===== src/rtl/seq_detector_param_pkg.sv =====
// Shared types for the programmable serial pattern detector.
// Holds the FSM state encoding and the fill-counter width helper.
package seq_detector_param_pkg;

  typedef enum logic {
    ST_FILL  = 1'b0,
    ST_ARMED = 1'b1
  } det_state_t;

  function automatic int fill_w(input int n);
    return $clog2(n + 1);
  endfunction

endpackage


===== src/rtl/seq_detector_param_if.sv =====
// Control/data bundle of seq_detector_param.
// master drives en/d/overlap/pat_load/pat_in/clr_cnt; slave drives results.
interface seq_detector_param_if #(
  parameter int PAT_LEN = 4,
  parameter int CNT_W   = 8
);
  logic               en;
  logic               d;
  logic               overlap;
  logic               pat_load;
  logic [PAT_LEN-1:0] pat_in;
  logic               clr_cnt;
  logic               match;
  logic [CNT_W-1:0]   match_cnt;
  logic               cnt_sat;
  logic               armed;

  modport master (
    output en, d, overlap, pat_load, pat_in, clr_cnt,
    input  match, match_cnt, cnt_sat, armed
  );

  modport slave (
    input  en, d, overlap, pat_load, pat_in, clr_cnt,
    output match, match_cnt, cnt_sat, armed
  );
endinterface


===== src/rtl/seq_match_counter.sv =====
// Saturating match counter; clr wins but a same-cycle inc counts as one.
// Ports: clk, rst (async high), inc, clr -> cnt, sat (cnt is all-ones).
module seq_match_counter #(
  parameter int CNT_W = 8
) (
  input  logic             clk,
  input  logic             rst,
  input  logic             inc,
  input  logic             clr,
  output logic [CNT_W-1:0] cnt,
  output logic             sat
);

  logic [CNT_W-1:0] cnt_n;

  always_comb begin
    cnt_n = cnt;
    if (clr)
      cnt_n = inc ? CNT_W'(1) : '0;
    else if (inc && !(&cnt))
      cnt_n = cnt + CNT_W'(1);
  end

  // sat mirrors the saturated value, so it is sticky until clr.
  always_ff @(posedge clk or posedge rst) begin
    if (rst) begin
      cnt <= '0;
      sat <= 1'b0;
    end else begin
      cnt <= cnt_n;
      sat <= &cnt_n;
    end
  end

endmodule


===== src/rtl/seq_detector_param.sv =====
// Run-time programmable serial pattern detector, registered match pulse.
// Ports: clk, rst (async high), bus (slave): en/d/overlap/pat_* in, match/cnt/armed out.
module seq_detector_param
  import seq_detector_param_pkg::*;
#(
  parameter int                 PAT_LEN     = 4,
  parameter int                 CNT_W       = 8,
  parameter logic [PAT_LEN-1:0] DEFAULT_PAT = 4'b1001
) (
  input  logic                clk,
  input  logic                rst,
  seq_detector_param_if.slave bus
);

  localparam int FW = fill_w(PAT_LEN);
  localparam logic [FW-1:0] FULL = FW'(PAT_LEN);

  det_state_t         state, state_n;
  logic [PAT_LEN-1:0] hist, hist_n, hist_sh;
  logic [PAT_LEN-1:0] pat, pat_n;
  logic [FW-1:0]      fill, fill_n, fill_inc;
  logic               hit;
  logic               match_q;

  assign hist_sh  = {hist[PAT_LEN-2:0], bus.d};
  assign fill_inc = (fill == FULL) ? fill : fill + FW'(1);

  // Pattern load beats en: the load-cycle bit is dropped.
  always_comb begin
    state_n = state;
    hist_n  = hist;
    pat_n   = pat;
    fill_n  = fill;
    hit     = 1'b0;
    if (bus.pat_load) begin
      pat_n   = bus.pat_in;
      fill_n  = '0;
      state_n = ST_FILL;
    end else if (bus.en) begin
      hist_n = hist_sh;
      fill_n = fill_inc;
      hit    = (fill_inc == FULL) && (hist_sh == pat);
      unique case (state)
        ST_FILL:  state_n = (fill_inc == FULL) ? ST_ARMED : ST_FILL;
        ST_ARMED: state_n = ST_ARMED;
      endcase
      // Non-overlapping: matched bits cannot seed the next match.
      if (hit && !bus.overlap) begin
        fill_n  = '0;
        state_n = ST_FILL;
      end
    end
  end

  always_ff @(posedge clk or posedge rst) begin
    if (rst) begin
      state   <= ST_FILL;
      hist    <= '0;
      pat     <= DEFAULT_PAT;
      fill    <= '0;
      match_q <= 1'b0;
    end else begin
      state   <= state_n;
      hist    <= hist_n;
      pat     <= pat_n;
      fill    <= fill_n;
      match_q <= hit;
    end
  end

  seq_match_counter #(
    .CNT_W (CNT_W)
  ) u_cnt (
    .clk (clk),
    .rst (rst),
    .inc (hit),
    .clr (bus.clr_cnt),
    .cnt (bus.match_cnt),
    .sat (bus.cnt_sat)
  );

  assign bus.match = match_q;
  assign bus.armed = (state == ST_ARMED);

endmodule


===== src/flat_wrapper.sv =====
// flat-port wrapper written by rule: the top's interface ports become plain ports
module seq_detector_param_flat import seq_detector_param_pkg::*;
#(
  parameter int                 PAT_LEN     = 4,
  parameter int                 CNT_W       = 8,
  parameter logic [PAT_LEN-1:0] DEFAULT_PAT = 4'b1001
)
  (clk, rst, bus_en, bus_d, bus_overlap, bus_pat_load, bus_pat_in, bus_clr_cnt, bus_match, bus_match_cnt, bus_cnt_sat, bus_armed);
  seq_detector_param_if #(.PAT_LEN(PAT_LEN), .CNT_W(CNT_W)) bus_i ();
  input  logic clk;
  input  logic rst;
  input wire logic [$bits(bus_i.en)-1:0] bus_en;
  input wire logic [$bits(bus_i.d)-1:0] bus_d;
  input wire logic [$bits(bus_i.overlap)-1:0] bus_overlap;
  input wire logic [$bits(bus_i.pat_load)-1:0] bus_pat_load;
  input wire logic [$bits(bus_i.pat_in)-1:0] bus_pat_in;
  input wire logic [$bits(bus_i.clr_cnt)-1:0] bus_clr_cnt;
  output wire logic [$bits(bus_i.match)-1:0] bus_match;
  output wire logic [$bits(bus_i.match_cnt)-1:0] bus_match_cnt;
  output wire logic [$bits(bus_i.cnt_sat)-1:0] bus_cnt_sat;
  output wire logic [$bits(bus_i.armed)-1:0] bus_armed;
  assign bus_i.en = bus_en;
  assign bus_i.d = bus_d;
  assign bus_i.overlap = bus_overlap;
  assign bus_i.pat_load = bus_pat_load;
  assign bus_i.pat_in = bus_pat_in;
  assign bus_i.clr_cnt = bus_clr_cnt;
  assign bus_match = bus_i.match;
  assign bus_match_cnt = bus_i.match_cnt;
  assign bus_cnt_sat = bus_i.cnt_sat;
  assign bus_armed = bus_i.armed;
  seq_detector_param #(.PAT_LEN(PAT_LEN), .CNT_W(CNT_W), .DEFAULT_PAT(DEFAULT_PAT)) u_core (.clk(clk), .rst(rst), .bus(bus_i));
endmodule

===== config.mk =====
export PLATFORM = sky130hd
export DESIGN_NAME = seq_detector_param_flat
export DESIGN_NICKNAME = d
export VERILOG_FILES = /design/src/rtl/seq_detector_param_pkg.sv /design/src/rtl/seq_detector_param_if.sv /design/src/rtl/seq_match_counter.sv /design/src/rtl/seq_detector_param.sv /design/src/flat_wrapper.sv
export SDC_FILE = /design/constraint.sdc
export NUM_CORES = 1
export LEC_CHECK = 0
export CORE_ASPECT_RATIO = 0.8
export CORE_MARGIN = 3
export CORE_UTILIZATION = 54
export CTS_BUF_LIST = sky130_fd_sc_hd__clkbuf_8
export CTS_CLUSTER_DIAMETER = 40
export DETAILED_ROUTE_END_ITERATION = 12
export PLACE_DENSITY = 0.81
export SYNTH_ARGS = -nofsm -noshare
export SYNTH_HDL_FRONTEND = slang
export SYNTH_SLANG_ARGS = --single-unit
export TNS_END_PERCENT = 1

===== constraint.sdc =====
create_clock -name clk -period 2.4 [get_ports clk]
set_input_delay 0.24 -clock clk [delete_from_list [all_inputs] [get_ports clk]]
set_output_delay 0.24 -clock clk [all_outputs]
set_load 0.05 [all_outputs]

# == After elaboration in Yosys (flattened, before gate mapping) ==
# Cells that the tools add are included.
# totals
ff_bits,21
input_bits,11
elab_cells,37
# op_classes
addsub,2
eq_ne,3
mux,14
n_bitwise,2
reduce_logical,9
# op_table
cell,count
8-bit two-way mux,2
8-bit AND reduction,2
3-bit two-way mux,4
8-bit by 1-bit adder with 8-bit output (second input constant),1
1-bit two-way mux,7
3-bit == test (second input constant),2
4-bit == test,1
3-bit by 1-bit adder with 3-bit output (second input constant),1
1-bit logical AND,3
1-bit zero test,2
1-bit NOT,2
1-bit one-hot mux with 2 select lines,1
2-bit AND reduction,1
2-bit nonzero test,1

# == Logic depth before layout (Yosys ltp) ==
# Gate-level depths: netlist of the first run.
# depth
word_depth,10
mapped_depth,8
ltp_nobuf,8

# == Cells and area by module ==
# A second synthesis of the first run with hierarchy kept.
# unflattened
hier_cells,106
area_unflattened_um2,1131.1
# modules_own_cells
module,instances,cells_each,area_each_um2
seq_detector_param,1,50,605.6
seq_match_counter,1,56,525.5

# == Worst setup path before layout of the first run ==
# Ideal clock, no wire load.
# synth_path
path_type,register to register
start,register u_core.fill[0]
end,register u_core.u_cnt.cnt[4]
setup_time_ns,0.078
arrival_time_ns,2.126
required_ns,2.322
slack_ns,0.196
path_stages_with_launch,8
synth_period_minus_slack_ns,2.204
path_cell_list,dfrtp_1 -> inv_1 -> ha_1 -> or3b_4 -> a311oi_4 -> nand3_4 -> or4_1 -> a21oi_1
# synth_between
elab_chain_len,9
# synth_lines
item,line,text
start: declaration,seq_detector_param.sv:21,"logic [FW-1:0] fill, fill_n, fill_inc;"
start signal: assignment,seq_detector_param.sv:66,fill <= fill_n;
3-bit by 1-bit adder with 3-bit output / 3-bit == test (equally long branches),seq_detector_param.sv:26,assign fill_inc = (fill == FULL) ? fill : fill + FW'(1);
3-bit two-way mux (*),seq_detector_param.sv:26,
3-bit == test (*),seq_detector_param.sv:42,hit = (fill_inc == FULL) && (hist_sh == pat);
1-bit logical AND (*),seq_detector_param.sv:42,
1-bit two-way mux (*),seq_detector_param.sv:39,end else if (bus.en) begin
1-bit two-way mux (*),seq_detector_param.sv:35,if (bus.pat_load) begin
1-bit logical AND (*),seq_match_counter.sv:20,else if (inc && !(&cnt))
8-bit two-way mux (*),seq_match_counter.sv:20,
8-bit two-way mux (*),seq_match_counter.sv:18,if (clr)
net u_core.u_cnt.cnt_n[4],seq_match_counter.sv:14,logic [CNT_W-1:0] cnt_n;
end signal: assignment,seq_match_counter.sv:30,cnt <= cnt_n;
end: declaration,seq_match_counter.sv:10,"output logic [CNT_W-1:0] cnt,"
# Mark *: on every way through the listed nets, which the timed path passes. The rest lies on a longest branch.
# A chain may end at the register's enable or synchronous reset.

# == Final worst setup path of the first run ==
# Ends and elaborated chain as after synthesis.

==> results.yml, run 1 <==
status:
  run_status: "complete, no violations"
pwr:
  p_per_area_mw_per_mm2: 456
  peakVddDrop_mv: 0.342
  p_leak_nw: 0.604
synth:
  synth_edf_count: 0
  synth_flop_cell: "dfrtp_1"
  synthTopCellsByArea: "dfrtp_1 (37%), nand2_1 (6.2%), a21oi_1 (4.7%)"
  yosysTopAreaCell: "dfrtp_1"
  yosysMostFrequentCell: "nand2_1"
  synth_area_per_cell_um2: 9.08
  synth.distinct_cells: 47
  muxShareOfSynthArea_pct: 4.33
  syn-instance-count: 140
  synth_compound_gate_area_share_pct: 18.5
  ys_ff_latch: 21
  synth_xor_area_share_pct: 2.76
  synth_top_family_by_area: "simple AND/OR/NAND/NOR gates"
  synth_warnings: 0
  synth.net_count: 154
  synth_adder_area_share_pct: 2.95
  netlist_area_mm2: 0.00127
  yosysSeqAreaShare_pct: 41.5
  async_reset_ff_share_pct: 100
  yosysTopAreaCellShare_pct: 37.4
  yosys.area_share.simple_pct: 25.7
  synth_commonest_cells: "nand2_1 (21), dfrtp_1 (19), a21oi_1 (12)"
clock_tree:
  clockBufferDepth: 2
  postCtsHoldBufs: 0
  cts_max_level: 1
  clk_latency_ns: 0.26
  numCtsBuffers: 3
  clkSinkCount: 21
  cts_tree: "done"
  clkTransAtPathRegs_ns: 0.08
  root_buffer: "clkbuf_8"
timing:
  tns_ns: 0
  fin_crit_sh_pct: 99.2
  max_freq_ghz: 0.420
  skew_ns: 0.00492
  drv_slew: 0
  fin_hold_ws_ns: 0.427
  relSlewSlack_pct: 47.3
  tightestPinTransition_ns: 0.790
  hold_violations: 0
  min_period_ns: 2.38
  setup_violations: 0
  rsz0062_at_grt: "yes"
setup_path:
  cp_data_required_time_ns: 2.58
  cp_slowest_cell: "or4_1"
  crit_family: "simple AND/OR/NAND/NOR gates"
  crit_path_start_kind: "flop"
  crit_fanout: 6
  crit_buf_inv: 0
  arrival_ns: 2.56
  cp_cell_sequence: "ha_2, or3b_4, a311oi_4, nand3_4, or4_1, a21oi_1"
  end_kind: "flop"
  slowest_delay_ns: 0.49
  critPathKind: "reg2reg"
finish:
  fin_util_pct: 73.0
  drive_above_1_share_pct: 19.5
  final_area_mm2: 0.00160
  n_antenna_cell: 0
  fin_cells: 189
  fin_nets: 179
  area_delta_synth_final_pct: 26.1
drt:
  firstDrtPassIters: 4
  drt-total-wl_mm: 2.97
  dr_total_vias: 1145
  drc: 0
  ant_nets: 0
  routedWlPerCell_um: 15.7
  drt-initial-drc-count: 48
  drt-vias-per-instance: 6.06
die:
  start_util_pct: 57.9
  fp.dieArea_mm2: 0.00298
  num_rows: 15
  core_area_mm2: 0.00220
  num_io_pins: 22
  fp.dieW_um: 60.2
  die_h_um: 49.4
grt:
  grt_use_met2_pct: 32.9
  gr-max-usage-layer: "met2"
  grtUsageMet3_pct: 5.56
  grt_max_degree: 22
  antenna_found_initial: 0
  grt_use_total_pct: 21.9
  overflow: 0
  grt_pass1_wl_mm: 4.93
  use_met1_pct: 30.9
  grt_pass1_vias: 1083
placed_design:
  place_inst: 182
  gp_congestion: 0.930
  post-dp-hpwl_mm: 2.10
  place_area_mm2: 0.00150
  io_buffers: 21
worst_hold_path:
  min_path_type: "in2async"
job:
  maxCapViolations: 0
-- cells in the final DEF (no fill, tap or decap), types with 2 or more instances in the layout --
master,count
ha_2,2
o21ai_0,3
nand4_1,4
inv_1,7
dfrtp_1,18
clkbuf_8,3
buf_4,5
nor2_1,10
a31oi_1,3
mux2_2,4
xnor2_1,4
and2_1,2
nand2_1,21
nand2b_1,3
a21oi_1,11
clkdlybuf4s50_1,21
nand3_1,3
dfstp_2,2
nor3_1,3
-- path summary, 6_finish.rpt --
path | start | to | slack [ns] | cells after the start
max in group asynchronous | rst | u_core.fill[0]$_DFFE_PP0P_ | 1.42 | 2
min in group clk | u_core.hist[0]$_DFFE_PP0P_ | u_core.hist[1]$_DFFE_PP0P_ | 0.52 | 2
setup reg to reg | u_core.fill[0]$_DFFE_PP0P_ | u_core.u_cnt.cnt[4]$_DFF_PP0_ | 0.02 | 6
setup / recovery | u_core.fill[0]$_DFFE_PP0P_ | u_core.u_cnt.cnt[4]$_DFF_PP0_ | 0.02 | 6
hold reg to reg | u_core.hist[0]$_DFFE_PP0P_ | u_core.hist[1]$_DFFE_PP0P_ | 0.52 | 2
hold / removal | rst | u_core.hist[2]$_DFFE_PP0P_ | 0.43 | 2
-- per-stage QoR --
| stage | worst slack (ns) | total power [W] |
|---|---|---|
| after global routing | -0.0291 | 0.000763 |
| after detailed placement | -0.0280 | 0.000504 |
| after global placement | 0.101 | 0.000499 |
| after CTS | -0.0485 | 0.000729 |
| final | 0.0203 | 0.000731 |
| after floorplan | 0.196 | 0.000469 |
-- logic make-up after synthesis --
logic type                 Yosys count
muxes                                5
adders and majority gates            3
and+or+nand+nor                     60
AOI/OAI and AO/OA                   33
DFF                                 21
xor gates and xnor gates             4
buffers and inverters               14
-- worst reg2reg max path: cells and delay by family, from the launching register on --
family	cells	cell delay [ns]
AND/OR/NAND/NOR	3	1.04
AO/OA/AOI/OAI	2	0.60
flip-flops	1	0.45
adder cells (fa/ha/maj)	1	0.23
-- registers in the layout, indices dropped and copies added (netlist names) --
name,cells
u_core.fill,3
u_core.u_cnt.sat,1
u_core.bus.armed,1
u_core.bus.match,1
u_core.pat,4
u_core.hist,3
u_core.u_cnt.cnt,8
-- final cells by class --
cell class | instances | area (µm²)
fillers | 159 | 593
repair buffers | 26 | 248
multi-input cells | 105 | 718
flip-flops and latches | 21 | 529
well taps | 25 | 31.3
inverters | 8 | 30.0
clock buffers | 3 | 41.3
clock inverters | 1 | 5.00
-- metal layers --
metal  up-vias  wire length [µm]
li1        550                 -
met1       561              1410
met2        32              1420
met3         2               133
met4         0                17
met5         -                 0
-- what timing repair did --
item | CTS | global route
pin swaps | 0 | 8
endpoints found under the setup margin | 3 | 10
setup buffers | 0 | 3
gates resized for setup | 1 | 9
-- power breakdown --
group          leakage [nW]  switching, W  internal, W
clock network        0.0255      0.000110     0.000115
registers             0.275     0.0000155     0.000374
logic                 0.303     0.0000605    0.0000551
total                 0.604      0.000186     0.000545
No activity file was read; power rests on OpenSTA's default activity.
==> run 2: changes to the inputs <==
--- a/config.mk
+++ b/config.mk
@@ -5,6 +5,7 @@
 export SDC_FILE = /design/constraint.sdc
 export NUM_CORES = 1
 export LEC_CHECK = 0
+export ABC_CLOCK_PERIOD_IN_PS = 2400
 export CORE_ASPECT_RATIO = 0.8
 export CORE_MARGIN = 3
 export CORE_UTILIZATION = 54
==> results of run 2 <==
Same layout as run 1: the final DEF is identical, and so are final timing and power.
